[config.mk]
export PLATFORM = sky130hd
export DESIGN_NAME = control_posicion_rana_flat
export DESIGN_NICKNAME = d
export VERILOG_FILES = /design/src/rtl/control_posicion_rana_if.sv /design/src/rtl/control_posicion_rana.sv /design/src/flat_wrapper.sv
export SDC_FILE = /design/constraint.sdc
export NUM_CORES = 1
export LEC_CHECK = 0
export CAP_MARGIN = 20
export CORE_AREA = 3 3 66 68
export CTS_CLUSTER_SIZE = 30
export DETAILED_ROUTE_END_ITERATION = 10
export DIE_AREA = 0 0 69 71
export PLACE_DENSITY = 0.9
export RECOVER_POWER = 50
export SYNTH_ARGS = -nofsm -noshare
export SYNTH_HDL_FRONTEND = slang
export SYNTH_SLANG_ARGS = --single-unit
[constraint.sdc]
create_clock -name CPR_CLOCK_50 -period 3.1 [get_ports CPR_CLOCK_50]
set_input_delay 0.62 -clock CPR_CLOCK_50 [delete_from_list [all_inputs] [get_ports CPR_CLOCK_50]]
set_output_delay 0.62 -clock CPR_CLOCK_50 [all_outputs]
set_load 0.01 [all_outputs]
[src/rtl/control_posicion_rana_if.sv]
`default_nettype none
// ============================================================================
// Module      : control_posicion_rana_if
// Description : Bundle of the frog controller's game-side signals.
//               Master side (game logic / bench) drives the arming level,
//               the buttons, the time-base tick and the obstacle map.
//               Slave side (control_posicion_rana) returns the frog
//               position, the win/lose pulses, the active flag and the
//               remaining time.
//   CPR_RANA_INI    : level, 1 = hold frog armed at start cell
//   CPR_BTN_*       : debounced button levels
//   CPR_TICK        : one-cycle time-base pulse
//   CPR_MAPA        : obstacle map, bit fila*NUM_COLS+col = occupied
//   CPR_FILA_OUT    : frog row
//   CPR_COL_OUT     : frog column
//   CPR_GANO_OUT    : one-cycle win pulse
//   CPR_PERDIO_OUT  : one-cycle lose pulse
//   CPR_ACTIVA_OUT  : 1 while the frog is in play
//   CPR_TIEMPO_OUT  : remaining ticks
// Revision    : 1.0 - initial release
// ============================================================================
interface control_posicion_rana_if #(
  parameter int DATAWIDTH_FILA   = 3,
  parameter int DATAWIDTH_COL    = 3,
  parameter int NUM_FILAS        = 8,
  parameter int NUM_COLS         = 8,
  parameter int DATAWIDTH_TIEMPO = 6
) ();
  logic                          CPR_RANA_INI;
  logic                          CPR_BTN_UP;
  logic                          CPR_BTN_DOWN;
  logic                          CPR_BTN_LEFT;
  logic                          CPR_BTN_RIGHT;
  logic                          CPR_TICK;
  logic [NUM_FILAS*NUM_COLS-1:0] CPR_MAPA;
  logic [DATAWIDTH_FILA-1:0]     CPR_FILA_OUT;
  logic [DATAWIDTH_COL-1:0]      CPR_COL_OUT;
  logic                          CPR_GANO_OUT;
  logic                          CPR_PERDIO_OUT;
  logic                          CPR_ACTIVA_OUT;
  logic [DATAWIDTH_TIEMPO-1:0]   CPR_TIEMPO_OUT;

  modport master (
    output CPR_RANA_INI, CPR_BTN_UP, CPR_BTN_DOWN, CPR_BTN_LEFT, CPR_BTN_RIGHT,
           CPR_TICK, CPR_MAPA,
    input  CPR_FILA_OUT, CPR_COL_OUT, CPR_GANO_OUT, CPR_PERDIO_OUT,
           CPR_ACTIVA_OUT, CPR_TIEMPO_OUT
  );

  modport slave (
    input  CPR_RANA_INI, CPR_BTN_UP, CPR_BTN_DOWN, CPR_BTN_LEFT, CPR_BTN_RIGHT,
           CPR_TICK, CPR_MAPA,
    output CPR_FILA_OUT, CPR_COL_OUT, CPR_GANO_OUT, CPR_PERDIO_OUT,
           CPR_ACTIVA_OUT, CPR_TIEMPO_OUT
  );
endinterface
`default_nettype wire

[src/rtl/control_posicion_rana.sv]
`default_nettype none
// ============================================================================
// Module      : control_posicion_rana
// Description : Frog position and outcome controller. Arms the frog at the
//               start cell while CPR_RANA_INI is high, moves it one cell per
//               button press (UP > DOWN > LEFT > RIGHT), checks its cell
//               against the obstacle map and emits one-cycle win/lose pulses.
// Ports       : CPR_CLOCK_50    - system clock
//               CPR_RESET_InLow - asynchronous active-low reset
//               bus             - control_posicion_rana_if.slave
//                                 (inputs: arming, buttons, tick, map;
//                                  outputs: position, pulses, active, time)
// Config      : define CPR_TIMEOUT_EN to build the play timer; otherwise
//               CPR_TIEMPO_OUT is the constant TIEMPO_MAX and CPR_TICK is
//               ignored.
// Revision    : 1.0 - initial release
// ============================================================================
module control_posicion_rana #(
  parameter int DATAWIDTH_FILA   = 3,
  parameter int DATAWIDTH_COL    = 3,
  parameter int NUM_FILAS        = 8,
  parameter int NUM_COLS         = 8,
  parameter int COL_INICIO       = 3,
  parameter int DATAWIDTH_TIEMPO = 6,
  parameter int TIEMPO_MAX       = 45
) (
  input  wire logic               CPR_CLOCK_50,
  input  wire logic               CPR_RESET_InLow,
  control_posicion_rana_if.slave  bus
);

  localparam int IDX_W = $clog2(NUM_FILAS * NUM_COLS);

  localparam logic [DATAWIDTH_FILA-1:0]   FILA_MAX  = DATAWIDTH_FILA'(NUM_FILAS - 1);
  localparam logic [DATAWIDTH_COL-1:0]    COL_MAX   = DATAWIDTH_COL'(NUM_COLS - 1);
  localparam logic [DATAWIDTH_COL-1:0]    COL_START = DATAWIDTH_COL'(COL_INICIO);
  localparam logic [DATAWIDTH_TIEMPO-1:0] T_LOAD    = DATAWIDTH_TIEMPO'(TIEMPO_MAX);

  typedef enum logic [2:0] {
    ST_FIN    = 3'd0,
    ST_ARMADA = 3'd1,
    ST_JUEGO  = 3'd2,
    ST_GANO   = 3'd3,
    ST_PERDIO = 3'd4
  } state_t;

  state_t                    state_q, state_d;
  logic [DATAWIDTH_FILA-1:0] fila_q, fila_d;
  logic [DATAWIDTH_COL-1:0]  col_q, col_d;
  logic [3:0]                btn_prev_q;   // {up, down, left, right}
  logic [3:0]                w_btn;
  logic [3:0]                w_press;
  logic [IDX_W-1:0]          w_idx;
  logic                      w_hit;
  logic                      w_timeout;

  assign w_btn   = {bus.CPR_BTN_UP, bus.CPR_BTN_DOWN, bus.CPR_BTN_LEFT, bus.CPR_BTN_RIGHT};
  assign w_press = w_btn & ~btn_prev_q;
  assign w_idx   = IDX_W'(fila_q) * IDX_W'(NUM_COLS) + IDX_W'(col_q);
  assign w_hit   = bus.CPR_MAPA[w_idx];

  // Next-state / position logic. The arming request overrides every state.
  always_comb begin
    state_d = state_q;
    fila_d  = fila_q;
    col_d   = col_q;
    case (state_q)
      ST_ARMADA: state_d = ST_JUEGO;
      ST_JUEGO: begin
        if (w_hit) begin
          state_d = ST_PERDIO;
        end else if (fila_q == FILA_MAX) begin
          state_d = ST_GANO;
        end else if (w_timeout) begin
          state_d = ST_PERDIO;
        end else if (w_press[3]) begin
          if (fila_q != FILA_MAX) fila_d = fila_q + 1'b1;
        end else if (w_press[2]) begin
          if (fila_q != '0) fila_d = fila_q - 1'b1;
        end else if (w_press[1]) begin
          if (col_q != '0) col_d = col_q - 1'b1;
        end else if (w_press[0]) begin
          if (col_q != COL_MAX) col_d = col_q + 1'b1;
        end
      end
      ST_GANO:   state_d = ST_FIN;
      ST_PERDIO: state_d = ST_FIN;
      ST_FIN:    state_d = ST_FIN;
      default:   state_d = ST_FIN;
    endcase
    if (bus.CPR_RANA_INI) begin
      state_d = ST_ARMADA;
      fila_d  = '0;
      col_d   = COL_START;
    end
  end

  always_ff @(posedge CPR_CLOCK_50 or negedge CPR_RESET_InLow) begin
    if (!CPR_RESET_InLow) begin
      state_q    <= ST_FIN;
      fila_q     <= '0;
      col_q      <= COL_START;
      btn_prev_q <= '0;
    end else begin
      state_q    <= state_d;
      fila_q     <= fila_d;
      col_q      <= col_d;
      btn_prev_q <= w_btn;
    end
  end

`ifdef CPR_TIMEOUT_EN
  logic [DATAWIDTH_TIEMPO-1:0] tiempo_q, tiempo_d;

  always_comb begin
    tiempo_d = tiempo_q;
    if (state_q == ST_JUEGO && bus.CPR_TICK && tiempo_q != '0) begin
      tiempo_d = tiempo_q - 1'b1;
    end
    if (bus.CPR_RANA_INI) begin
      tiempo_d = T_LOAD;
    end
  end

  always_ff @(posedge CPR_CLOCK_50 or negedge CPR_RESET_InLow) begin
    if (!CPR_RESET_InLow) begin
      tiempo_q <= T_LOAD;
    end else begin
      tiempo_q <= tiempo_d;
    end
  end

  assign w_timeout          = (tiempo_q == '0);
  assign bus.CPR_TIEMPO_OUT = tiempo_q;
`else
  // Without the timer the tick input has no consumer.
  logic unused_tick;
  assign unused_tick        = bus.CPR_TICK;
  assign w_timeout          = 1'b0;
  assign bus.CPR_TIEMPO_OUT = T_LOAD;
`endif

  assign bus.CPR_FILA_OUT   = fila_q;
  assign bus.CPR_COL_OUT    = col_q;
  assign bus.CPR_GANO_OUT   = (state_q == ST_GANO);
  assign bus.CPR_PERDIO_OUT = (state_q == ST_PERDIO);
  assign bus.CPR_ACTIVA_OUT = (state_q == ST_JUEGO);

endmodule
`default_nettype wire

[src/flat_wrapper.sv]
// flat-port wrapper written by rule: the top's interface ports become plain ports
module control_posicion_rana_flat 
#(
  parameter int DATAWIDTH_FILA   = 3,
  parameter int DATAWIDTH_COL    = 3,
  parameter int NUM_FILAS        = 8,
  parameter int NUM_COLS         = 8,
  parameter int COL_INICIO       = 3,
  parameter int DATAWIDTH_TIEMPO = 6,
  parameter int TIEMPO_MAX       = 45
)
  (CPR_CLOCK_50, CPR_RESET_InLow, bus_CPR_RANA_INI, bus_CPR_BTN_UP, bus_CPR_BTN_DOWN, bus_CPR_BTN_LEFT, bus_CPR_BTN_RIGHT, bus_CPR_TICK, bus_CPR_MAPA, bus_CPR_FILA_OUT, bus_CPR_COL_OUT, bus_CPR_GANO_OUT, bus_CPR_PERDIO_OUT, bus_CPR_ACTIVA_OUT, bus_CPR_TIEMPO_OUT);
  control_posicion_rana_if #(.DATAWIDTH_FILA(DATAWIDTH_FILA), .DATAWIDTH_COL(DATAWIDTH_COL), .NUM_FILAS(NUM_FILAS), .NUM_COLS(NUM_COLS), .DATAWIDTH_TIEMPO(DATAWIDTH_TIEMPO)) bus_i ();
  input  wire logic CPR_CLOCK_50;
  input  wire logic CPR_RESET_InLow;
  input wire logic [$bits(bus_i.CPR_RANA_INI)-1:0] bus_CPR_RANA_INI;
  input wire logic [$bits(bus_i.CPR_BTN_UP)-1:0] bus_CPR_BTN_UP;
  input wire logic [$bits(bus_i.CPR_BTN_DOWN)-1:0] bus_CPR_BTN_DOWN;
  input wire logic [$bits(bus_i.CPR_BTN_LEFT)-1:0] bus_CPR_BTN_LEFT;
  input wire logic [$bits(bus_i.CPR_BTN_RIGHT)-1:0] bus_CPR_BTN_RIGHT;
  input wire logic [$bits(bus_i.CPR_TICK)-1:0] bus_CPR_TICK;
  input wire logic [$bits(bus_i.CPR_MAPA)-1:0] bus_CPR_MAPA;
  output wire logic [$bits(bus_i.CPR_FILA_OUT)-1:0] bus_CPR_FILA_OUT;
  output wire logic [$bits(bus_i.CPR_COL_OUT)-1:0] bus_CPR_COL_OUT;
  output wire logic [$bits(bus_i.CPR_GANO_OUT)-1:0] bus_CPR_GANO_OUT;
  output wire logic [$bits(bus_i.CPR_PERDIO_OUT)-1:0] bus_CPR_PERDIO_OUT;
  output wire logic [$bits(bus_i.CPR_ACTIVA_OUT)-1:0] bus_CPR_ACTIVA_OUT;
  output wire logic [$bits(bus_i.CPR_TIEMPO_OUT)-1:0] bus_CPR_TIEMPO_OUT;
  assign bus_i.CPR_RANA_INI = bus_CPR_RANA_INI;
  assign bus_i.CPR_BTN_UP = bus_CPR_BTN_UP;
  assign bus_i.CPR_BTN_DOWN = bus_CPR_BTN_DOWN;
  assign bus_i.CPR_BTN_LEFT = bus_CPR_BTN_LEFT;
  assign bus_i.CPR_BTN_RIGHT = bus_CPR_BTN_RIGHT;
  assign bus_i.CPR_TICK = bus_CPR_TICK;
  assign bus_i.CPR_MAPA = bus_CPR_MAPA;
  assign bus_CPR_FILA_OUT = bus_i.CPR_FILA_OUT;
  assign bus_CPR_COL_OUT = bus_i.CPR_COL_OUT;
  assign bus_CPR_GANO_OUT = bus_i.CPR_GANO_OUT;
  assign bus_CPR_PERDIO_OUT = bus_i.CPR_PERDIO_OUT;
  assign bus_CPR_ACTIVA_OUT = bus_i.CPR_ACTIVA_OUT;
  assign bus_CPR_TIEMPO_OUT = bus_i.CPR_TIEMPO_OUT;
  control_posicion_rana #(.DATAWIDTH_FILA(DATAWIDTH_FILA), .DATAWIDTH_COL(DATAWIDTH_COL), .NUM_FILAS(NUM_FILAS), .NUM_COLS(NUM_COLS), .COL_INICIO(COL_INICIO), .DATAWIDTH_TIEMPO(DATAWIDTH_TIEMPO), .TIEMPO_MAX(TIEMPO_MAX)) u_core (.CPR_CLOCK_50(CPR_CLOCK_50), .CPR_RESET_InLow(CPR_RESET_InLow), .bus(bus_i));
endmodule
# Yosys cells after proc, flatten, opt, wreduce, memory -nomap -nowiden
# Index checks and enable logic that the tools add are counted.
# W data, S select, Z words.
classes:
  addsub: 5
  order_cmp: 1
  n_eq_ne: 14
  mux: 24
  bitwise_logic: 2
  reduce_logical: 9
op_table:
  columns: ["op", "count"]
  rows:
  - ["$mux W3", 21]
  - ["$reduce_bool A3 Y1", 6]
  - ["$ne A3 B3 Y1 const B", 4]
  - ["$ne A2 B2 Y1 const B", 4]
  - ["$reduce_and A8 Y1", 1]
  - ["$lt A6 B7 Y1 const B", 1]
  - ["$add A3 B1 Y3 const B", 2]
  - ["$add A6 B3 Y6", 1]
  - ["$bmux W1 S6", 1]
  - ["$eq A3 B2 Y1 const B", 2]
  - ["$eq A3 B3 Y1 const B", 2]
  - ["$pmux W3 S2", 1]
  - ["$reduce_and A6 Y1", 1]
  - ["$sub A3 B1 Y3 const B", 2]
  - ["$and A4 B4 Y4", 1]
  - ["$ne A4 B2 Y1 const B", 1]
  - ["$not A4 Y4", 1]
  - ["$eq A3 B1 Y1 const B", 1]
  - ["$reduce_bool A2 Y1", 1]
  - ["$mux W1", 1]
word_totals:
  register_bits: 13
  inputBits: 72
  out_inout_bits: 15
  elab_cells: 59

# Longest topological paths before layout
# Gate-level depths: netlist of the first run.
logic_depth:
  ltp_word: 10
  mapped_depth: 9
  depth_no_buf: 7

# Least setup slack after synthesis of the first run
# Ideal clock, no wire load.
synth_timing:
  kind: "reg2reg"
  from: "register u_core.col_q[0], in the netlist u_core.bus.CPR_COL_OUT[0]"
  to: "register u_core.fila_q[2], in the netlist u_core.bus.CPR_FILA_OUT[2]"
  setup_ns: 0.087
  arrival_ns: 2.230
  required_ns: 3.013
  slack_ns: 0.783
  stages_incl_launch_ff: 10
  path_buffers: 2
  period_less_slack_ns: 2.317
  cell_sequence: "dfstp_2 > buf_6 > buf_6 > mux2i_1 > a22oi_1 > a211oi_2 > nor4_2 > o22a_4 > or3_1 > a211oi_2"
synth_via:
  elab_chain_len: 5
synth_lines:
  columns: ["element", "line", "source"]
  rows:
  - ["start, declared", "control_posicion_rana.sv:49", "logic [DATAWIDTH_COL-1:0] col_q, col_d;"]
  - ["start signal, assigned", "control_posicion_rana.sv:107", "col_q <= col_d;"]
  - ["$add A6 B3 Y6", "control_posicion_rana.sv:59", "assign w_idx = IDX_W'(fila_q) * IDX_W'(NUM_COLS) + IDX_W'(col_q);"]
  - ["$bmux W1 S6", "control_posicion_rana.sv:60", "assign w_hit = bus.CPR_MAPA[w_idx];"]
  - ["$mux W1 (not written as such)", "control_posicion_rana.sv:60", null]
  - ["$ne A2 B2 Y1 (no line)", null, null]
  - ["$reduce_and A6 Y1 (no line)", null, null]
  - ["end signal, assigned", "control_posicion_rana.sv:106", "fila_q <= fila_d;"]
  - ["end, declared", "control_posicion_rana.sv:48", "logic [DATAWIDTH_FILA-1:0] fila_q, fila_d;"]
# No other way between the ends. The select of a mux whose other input is x is not followed.
# A chain may end at the register's enable or synchronous reset.

# Worst setup path in the final report of the first run
layout_timing:
  from: "register u_core.col_q[2], in the netlist u_core.bus.CPR_COL_OUT[2]"
  to: "register u_core.fila_q[2], in the netlist u_core.bus.CPR_FILA_OUT[2]"
# Same word-level chain as after synthesis.

==> impl_results.md, run 1 <==
- Final worst path period share: around 83%
- GP Congestion: 0.822
- Critical Path Source Type: flop
- R2R cell count: 7
- Setup TNS: 0 ps
- Clk pin slew, worst setup/hold paths: 60 ps
- Worst R2R Setup Slack: around 520 ps
- Simple-Gate Fraction of Synth Area: 17.3%
- Adder-cell share of the synthesized area: approximately 2.8%
- Die height: approximately 71 µm
- Crit-path leading delay family: simple AND/OR/NAND/NOR gates
- Outcome: complete, no violations
- Final nets: 303
- Hold Crit Class: reg2reg
- Initial Utilization: 35.9%
- Buffers on Ports: 79
- WP data required: about 3300 ps
- Final WS setup: 521 ps
- Clk sinks: 13
- Pleak: around 1.0 nW
- Largest net degree at the start of global routing: 32
- Xor and xnor area share after synthesis: 1.25%
- Max Cap Viol: 0
- Max-slew headroom: approximately 57%
- CTS tree: done
- Final Cell Area: about 2200 µm²
- Hold path cells: 2
- H-Tree Depth: 1
- Pre-CTS WS: ~460 ps
- Share of cells above drive strength 1: 6.58%
- Antenna viol nets, final: 0
- Residual DRC: 0
- IO Pins: 87
- Post-CTS Setup Bufs: 0
- Worst hold endpoint: u_core.bus.CPR_COL_OUT[1]
- Synth Area in Compound Gates: between 20% and 30%
- Root Buffer Master: clkbuf_8
- Placed standard-cell area: around 2200 µm²
- Hold Startpoint: u_core.bus.CPR_COL_OUT[1]
- Synth Register Bits: 13
- CP Max Fanout: 9
- Final worst path period need: 2580 ps
- CP Class: reg2reg
- RSZ-0062 raised after global routing: false
- Synth Area per Inst: roughly 9.1 µm²
- Synth Warn #: 0
- Final setup vio count: 0
- Most common cell after layout, fill and taps aside: clkdlybuf4s50_1
- DR vias: between 1,000 and 1,500
- Power density cells: 234 nW/µm²
- Worst Path Buf+Inv: 0
- R2r startpoint: u_core.bus.CPR_COL_OUT[2]
- Initial antenna violation count: 0
- Slowest CP cell: nor2b_1
- CP Cell Sequence: nor2b_1 -> a22oi_1 -> a21oi_1 -> nor4_2 -> o22a_4 -> or3_1 -> a211oi_2
- RR Endpoint: u_core.bus.CPR_FILA_OUT[2]
- DIE WIDTH: between 60 and 70 µm
- # diodes: 0
- Commonest cells after routing, fill and taps aside: clkdlybuf4s50_1, mux2i_1, a22oi_1
- Fmax: roughly 390 MHz
- Synth Instances: between 150 and 200
- Sequential share of the synthesized area: about a quarter
- Final wirelength: around 4300 µm
- Vias in the first global route: ~1,400
- Largest family of logic cells by synthesized area: multiplexers
- Worst skew pair latency: roughly 250 ps
- Drt first-iter violations: 78
- Row count: 23
- Vias per Instance: ~5.2
- EDFF count, synth: 0
- Slew Limit Fails: 0
- First-pass GRT wire length: between 7000 and 8000 µm
- Worst Setup End Kind: flop
- Layout area overhead: 58.3%
- Yosys cell types: 40
- Worst Tran Pin Value: around 650 ps
- Asr flop ratio synth: 100%
- Drt wl/cell: about 16 µm
- DP HPWL: 3540 µm
- Mux share of post-synthesis cell area: 23.5%
- Worst EP arrival: 2740 ps
- Core area: about 4000 µm²
- Skew final: between 3 and 4 ps
- Cts hold-fix bufs: 0
- Mapped cell area: about 1400 µm²
- Most used DFF post-synth: dfrtp_1
- Die area: just under 5000 µm²
- CTS resizes: 0
- Peak ir drop on the vdd network: 0.000185 V
- Clock buffer depth: 2
- TritonRoute pass-1 iters: 4
- Worst path max stage delay: slightly below 600 ps
- Final hold viol count: 0
- Gr usage total: roughly 18%
- Num CTS Buffers: 3
- Congestion Overflow GR: 0
==> synthesized netlist by cell type (2+ instances only) <==
cell	n	area, µm²
a31oi_1	2	12.5
nor4_1	2	12.5
nor3_1	2	10.0
buf_6	3	33.8
fa_1	2	40.0
nor2b_1	4	25.0
inv_1	6	22.5
o21a_1	2	15.0
a211oi_2	3	37.5
dfrtp_1	11	275
conb_1	2	7.51
nand2b_1	4	25.0
buf_4	9	67.6
or3_1	2	12.5
dfstp_2	2	52.6
clkbuf_1	2	7.51
nand2_1	7	26.3
a22oi_1	16	120
nor4_2	2	25.0
nor2_1	8	30.0
o21ai_0	3	15.0
a21oi_1	9	45.0
nand3_1	3	15.0
mux2i_1	33	330
==> worst min-delay path, delay by kind of cell (launching register included) <==
family / cells / cell delay [ps]
DFF: 1 / 410
and+or+nand+nor: 1 / 90
AOI/OAI and AO/OA: 1 / 70
==> kinds of logic after synthesis <==
logic type / count (synthesis)
compound gates: 40
other cells: 2
buf+inv: 21
xor+xnor: 2
simple gates: 42
mux: 33
fa+ha+maj: 2
flops: 13
==> power by group <==
| part | switching, mW | total [mW] | leakage (nW) | internal, mW |
|---|---|---|---|---|
| Clock | 0.0654 | 0.157 | 0.0228 | 0.0911 |
| Combinational | 0.0630 | 0.179 | 0.858 | 0.116 |
| Sequential | 0.00705 | 0.184 | 0.162 | 0.177 |
==> how the worst max path moves through the flow <==
stage	startpoint	end	slack (ps)	cells past startpoint
after floorplan	u_core.bus.CPR_COL_OUT[0]	u_core.bus.CPR_FILA_OUT[2]	780	9
after global placement	bus_CPR_MAPA[13]	u_core.bus.CPR_COL_OUT[0]	500	8
after detailed placement	bus_CPR_MAPA[12]	u_core.bus.CPR_COL_OUT[0]	460	8
after CTS	u_core.bus.CPR_COL_OUT[2]	u_core.bus.CPR_FILA_OUT[2]	500	7
after global routing	u_core.bus.CPR_COL_OUT[1]	u_core.bus.CPR_FILA_OUT[2]	300	7
final	u_core.bus.CPR_COL_OUT[2]	u_core.bus.CPR_FILA_OUT[2]	520	7
==> metrics by stage <==
stage                     power [mW]  utilization (%)  instances  hold WS [ps]
after floorplan                0.262                -        159           324
after global placement         0.363             55.7        274           557
after detailed placement       0.367             55.7        274           566
after CTS                      0.525             56.8        278           580
after global routing           0.546             56.8        278           615
final                          0.520             56.8        278           581
==> per-layer routing <==
layer  global-route usage [%]  wire length (µm)
met2                     28.7              1990
met3                     3.41               287
met1                     24.3              2010
met4                     4.56                55
met5                        0                 0
==> flip-flops by register name (all words and copies together), names as in the netlist <==
name	count
u_core.btn_prev_q	4
u_core.bus.CPR_COL_OUT	3
u_core.bus.CPR_FILA_OUT	3
u_core.state_q	3
==> cell type report <==
| cell class | count | area, µm² |
|---|---|---|
| multi-input cells | 125 | 956 |
| fillers | 366 | 1690 |
| repair buffers | 80 | 811 |
| clock buffers | 4 | 45.0 |
| flip-flops and latches | 13 | 328 |
| inverters | 6 | 22.5 |
| well taps | 50 | 62.6 |
Note: power is estimated with default switching activity, not from simulation.
==> run 2: changes to the inputs <==
Clock period 3.1 ns to 2.6 ns, I/O delays scaled along.
==> run 2 against run 1 <==
Non-clock buffer count up 6. Combinational power up 22%. Count of clock-buffer cells in the layout unchanged. First-iteration DRC count down 13%. Wire length up 2.0%. Power up 19%. Sequential share of layout area down 0.45 points. Sequential power up 19%. Clock skew down 2.5 ps. Core utilization up 1.8 points. Critical path type unchanged. Critical endpoint unchanged. Largest power group unchanged.
==> impl_results.md, run 2 (synthesized netlist as in run 1, its figures left out) <==
- Setup TNS: 0 ps (unchanged)
- Drt wl/cell: 15.6 µm (-0.20%)
- First-pass GRT wire length: 7170 µm (+1.1%)
- Clock Power Share: 29.3% (-0.8 points)
- Buffers on Ports: 79 (unchanged)
- Multi-input logic area: 960 µm² (+0.39%)
- # fillers: 351 (-4.1%)
- Max-slew headroom: 61.7% (+5.1 points)
- Hold Startpoint: u_core.bus.CPR_COL_OUT[1]
- Worst Tran Pin Value: 573 ps (-77.6 ps)
- Hold Worst Slack: 573 ps (-8.36 ps)
- CP Class: reg2reg
- Worst skew pair latency: 240 ps (about the same)
- R2R cell count: 8 (+1)
- CTS tree: done
- Fin util: 58.6% (+1.8 points)
- Worst EP arrival: 2640 ps (-100 ps)
- Worst Path Buf+Inv: 1 (+1)
- Worst path most repeated cell: a211oi_2
- GP Congestion: 0.838 (+2.0%)
- TritonRoute pass-1 iters: 4 (unchanged)
- Commonest cells after routing, fill and taps aside: clkdlybuf4s50_1, mux2i_1, a22oi_1
- Power density cells: 270 nW/µm² (+15%)
- Placed standard-cell area: 2210 µm² (+1.4%)
- Skew final: 0.754 ps (-2.46 ps)
- # diodes: 0 (unchanged)
- Num CTS Buffers: 3 (unchanged)
- Worst Setup End Kind: flop
- H-Tree Depth: 1 (unchanged)
- Final hold viol count: 0 (unchanged)
- Final setup vio count: 0 (unchanged)
- Pint: 0.461 mW (+20%)
- Sw frac: 25.5% (-0.55 points)
- Clk pin slew, worst setup/hold paths: 60 ps (about the same)
- IO Pins: 87 (unchanged)
- Sequential group share of total power: 35.4% (about the same)
- Largest net degree at the start of global routing: 23 (-28%)
- Max FFs per register: 4 (unchanged)
- P_sw: 0.158 mW (+17%)
- Die height: 71 µm (unchanged)
- Clk sinks: 13 (unchanged)
- Cts hold-fix bufs: 0 (unchanged)
- Pleak: 1.08 nW (+3.7%)
- Final worst path period share: 95.6% (+12 points)
- Crit-path leading delay family: compound AO/OA/AOI/OAI gates
- Root Buffer Master: clkbuf_8
- DIE WIDTH: 69 µm (unchanged)
- DR vias: 1,482 (+1.7%)
- CP Cell Sequence: buf_12 -> mux2i_1 -> a22oi_1 -> a211oi_2 -> nor4_2 -> o22a_4 -> or3_1 -> a211oi_2
- Gate power share: 35.4% (+0.9 points)
- Register Area: 328 µm² (unchanged)
- RR Endpoint: u_core.bus.CPR_FILA_OUT[2]
- Slowest CP cell: dfstp_2
- Final Cell Area: 2290 µm² (+3.1%)
- Outcome: complete, no violations
- Peak ir drop on the vdd network: 0.000252 V (+36%)
- Core area: 3910 µm² (unchanged)
- Layout area overhead: 63.3%
- Row count: 23 (unchanged)
- R2r startpoint: u_core.bus.CPR_COL_OUT[0]
- CP Max Fanout: 11 (+2)
- Vias per Instance: 5.22 (-0.43%)
- Worst path max stage delay: 630 ps (+50 ps)
- Congestion Overflow GR: 0 (unchanged)
- Final wirelength: 4430 µm (+2.0%)
- Gr usage total: 17.7% (about the same)
- WP data required: 2750 ps (-510 ps)
- Fmax: 403 MHz (+3.8%)
- Hold path cells: 2 (unchanged)
- Vias in the first global route: 1,517 (+4.8%)
- Share of cells above drive strength 1: 9.40% (+2.8 points)
- Register with the most flip-flops: u_core.btn_prev_q
- DP HPWL: 3620 µm (+2.2%)
- Die area: 4900 µm² (unchanged)
- Slew Limit Fails: 0 (unchanged)
- RSZ-0062 raised after global routing: false
- Initial antenna violation count: 0 (unchanged)
- Worst R2R Setup Slack: 120 ps (-410 ps)
- Hold Crit Class: reg2reg
- Drt first-iter violations: 68 (-13%)
- Antenna viol nets, final: 0 (unchanged)
- Residual DRC: 0 (unchanged)
- Final worst path period need: 2480 ps (-94.4 ps)
- Clock buffer depth: 2 (unchanged)
- Max Cap Viol: 0 (unchanged)
- Initial Utilization: 35.9% (unchanged)
- Final nets: 309 (+2.0%)
- Worst hold endpoint: u_core.bus.CPR_COL_OUT[1]
- Critical Path Source Type: flop
- Most common cell after layout, fill and taps aside: clkdlybuf4s50_1
run 2: power groups by stage:
| stage | Clock [mW] | Sequential (mW) | Combinational [mW] |
|---|---|---|---|
| CTS | 0.186 | 0.219 | 0.219 |
| global route | 0.199 | 0.220 | 0.237 |
| floorplan | 0 | 0.220 | 0.0921 |
| finish | 0.181 | 0.219 | 0.219 |
| detailed placement | 0 | 0.222 | 0.218 |
| global placement | 0 | 0.222 | 0.213 |
run 2: worst max-delay path by stage:
stage	to	slack (ps)	start	cells past startpoint
3_3_place_gp	u_core.bus.CPR_FILA_OUT[2]	110	bus_CPR_MAPA[1]	8
5_1_grt	u_core.bus.CPR_FILA_OUT[2]	40	u_core.bus.CPR_COL_OUT[0]	8
2_1_floorplan	u_core.bus.CPR_FILA_OUT[2]	280	u_core.bus.CPR_COL_OUT[0]	9
6_report	u_core.bus.CPR_FILA_OUT[2]	120	u_core.bus.CPR_COL_OUT[0]	8
4_1_cts	u_core.bus.CPR_FILA_OUT[2]	50	u_core.bus.CPR_COL_OUT[0]	8
3_5_place_dp	u_core.bus.CPR_FILA_OUT[2]	40	bus_CPR_MAPA[17]	8
run 2: cell type report:
cell class	count	area share, %
timing repair buffer	86	38.2
tap	50	2.73
sequential	13	14.3
clock buffer	4	1.96
multi-input combinational	125	41.8
inverter	6	0.981
run 2: timing repair:
item | 4_1_cts | 5_1_grt
setup buffers | 0 | 1
resized for setup | 0 | 2
endpoints found under the setup margin | 0 | 1
run 2: worst register-to-register path, stage by stage (launching register included):
cell and delay (ps):
dfstp_2 630, buf_12 180, mux2i_1 210, a22oi_1 120, a211oi_2 260, nor4_2 100
o22a_4 280, or3_1 380, a211oi_2 240
run 2: per-layer routing:
layer  GRT usage, %  up-vias  routed length (µm)
met5              0        -                   0
met4           4.34        0                  41
met3           3.84        4                 334
met2           29.3       72                2060
met1           23.6      686                2000
li1               -      720                   -
run 2: metrics by stage:
| step | instances | setup slack, ps | total power, mW |
|---|---|---|---|
| 6_report | 284 | 116 | 0.619 |
| 5_1_grt | 284 | 37.5 | 0.657 |
| 4_1_cts | 282 | 49.4 | 0.623 |
| 3_5_place_dp | 278 | 43.4 | 0.440 |
| 3_3_place_gp | 278 | 113 | 0.435 |
| 2_1_floorplan | 159 | 283 | 0.312 |
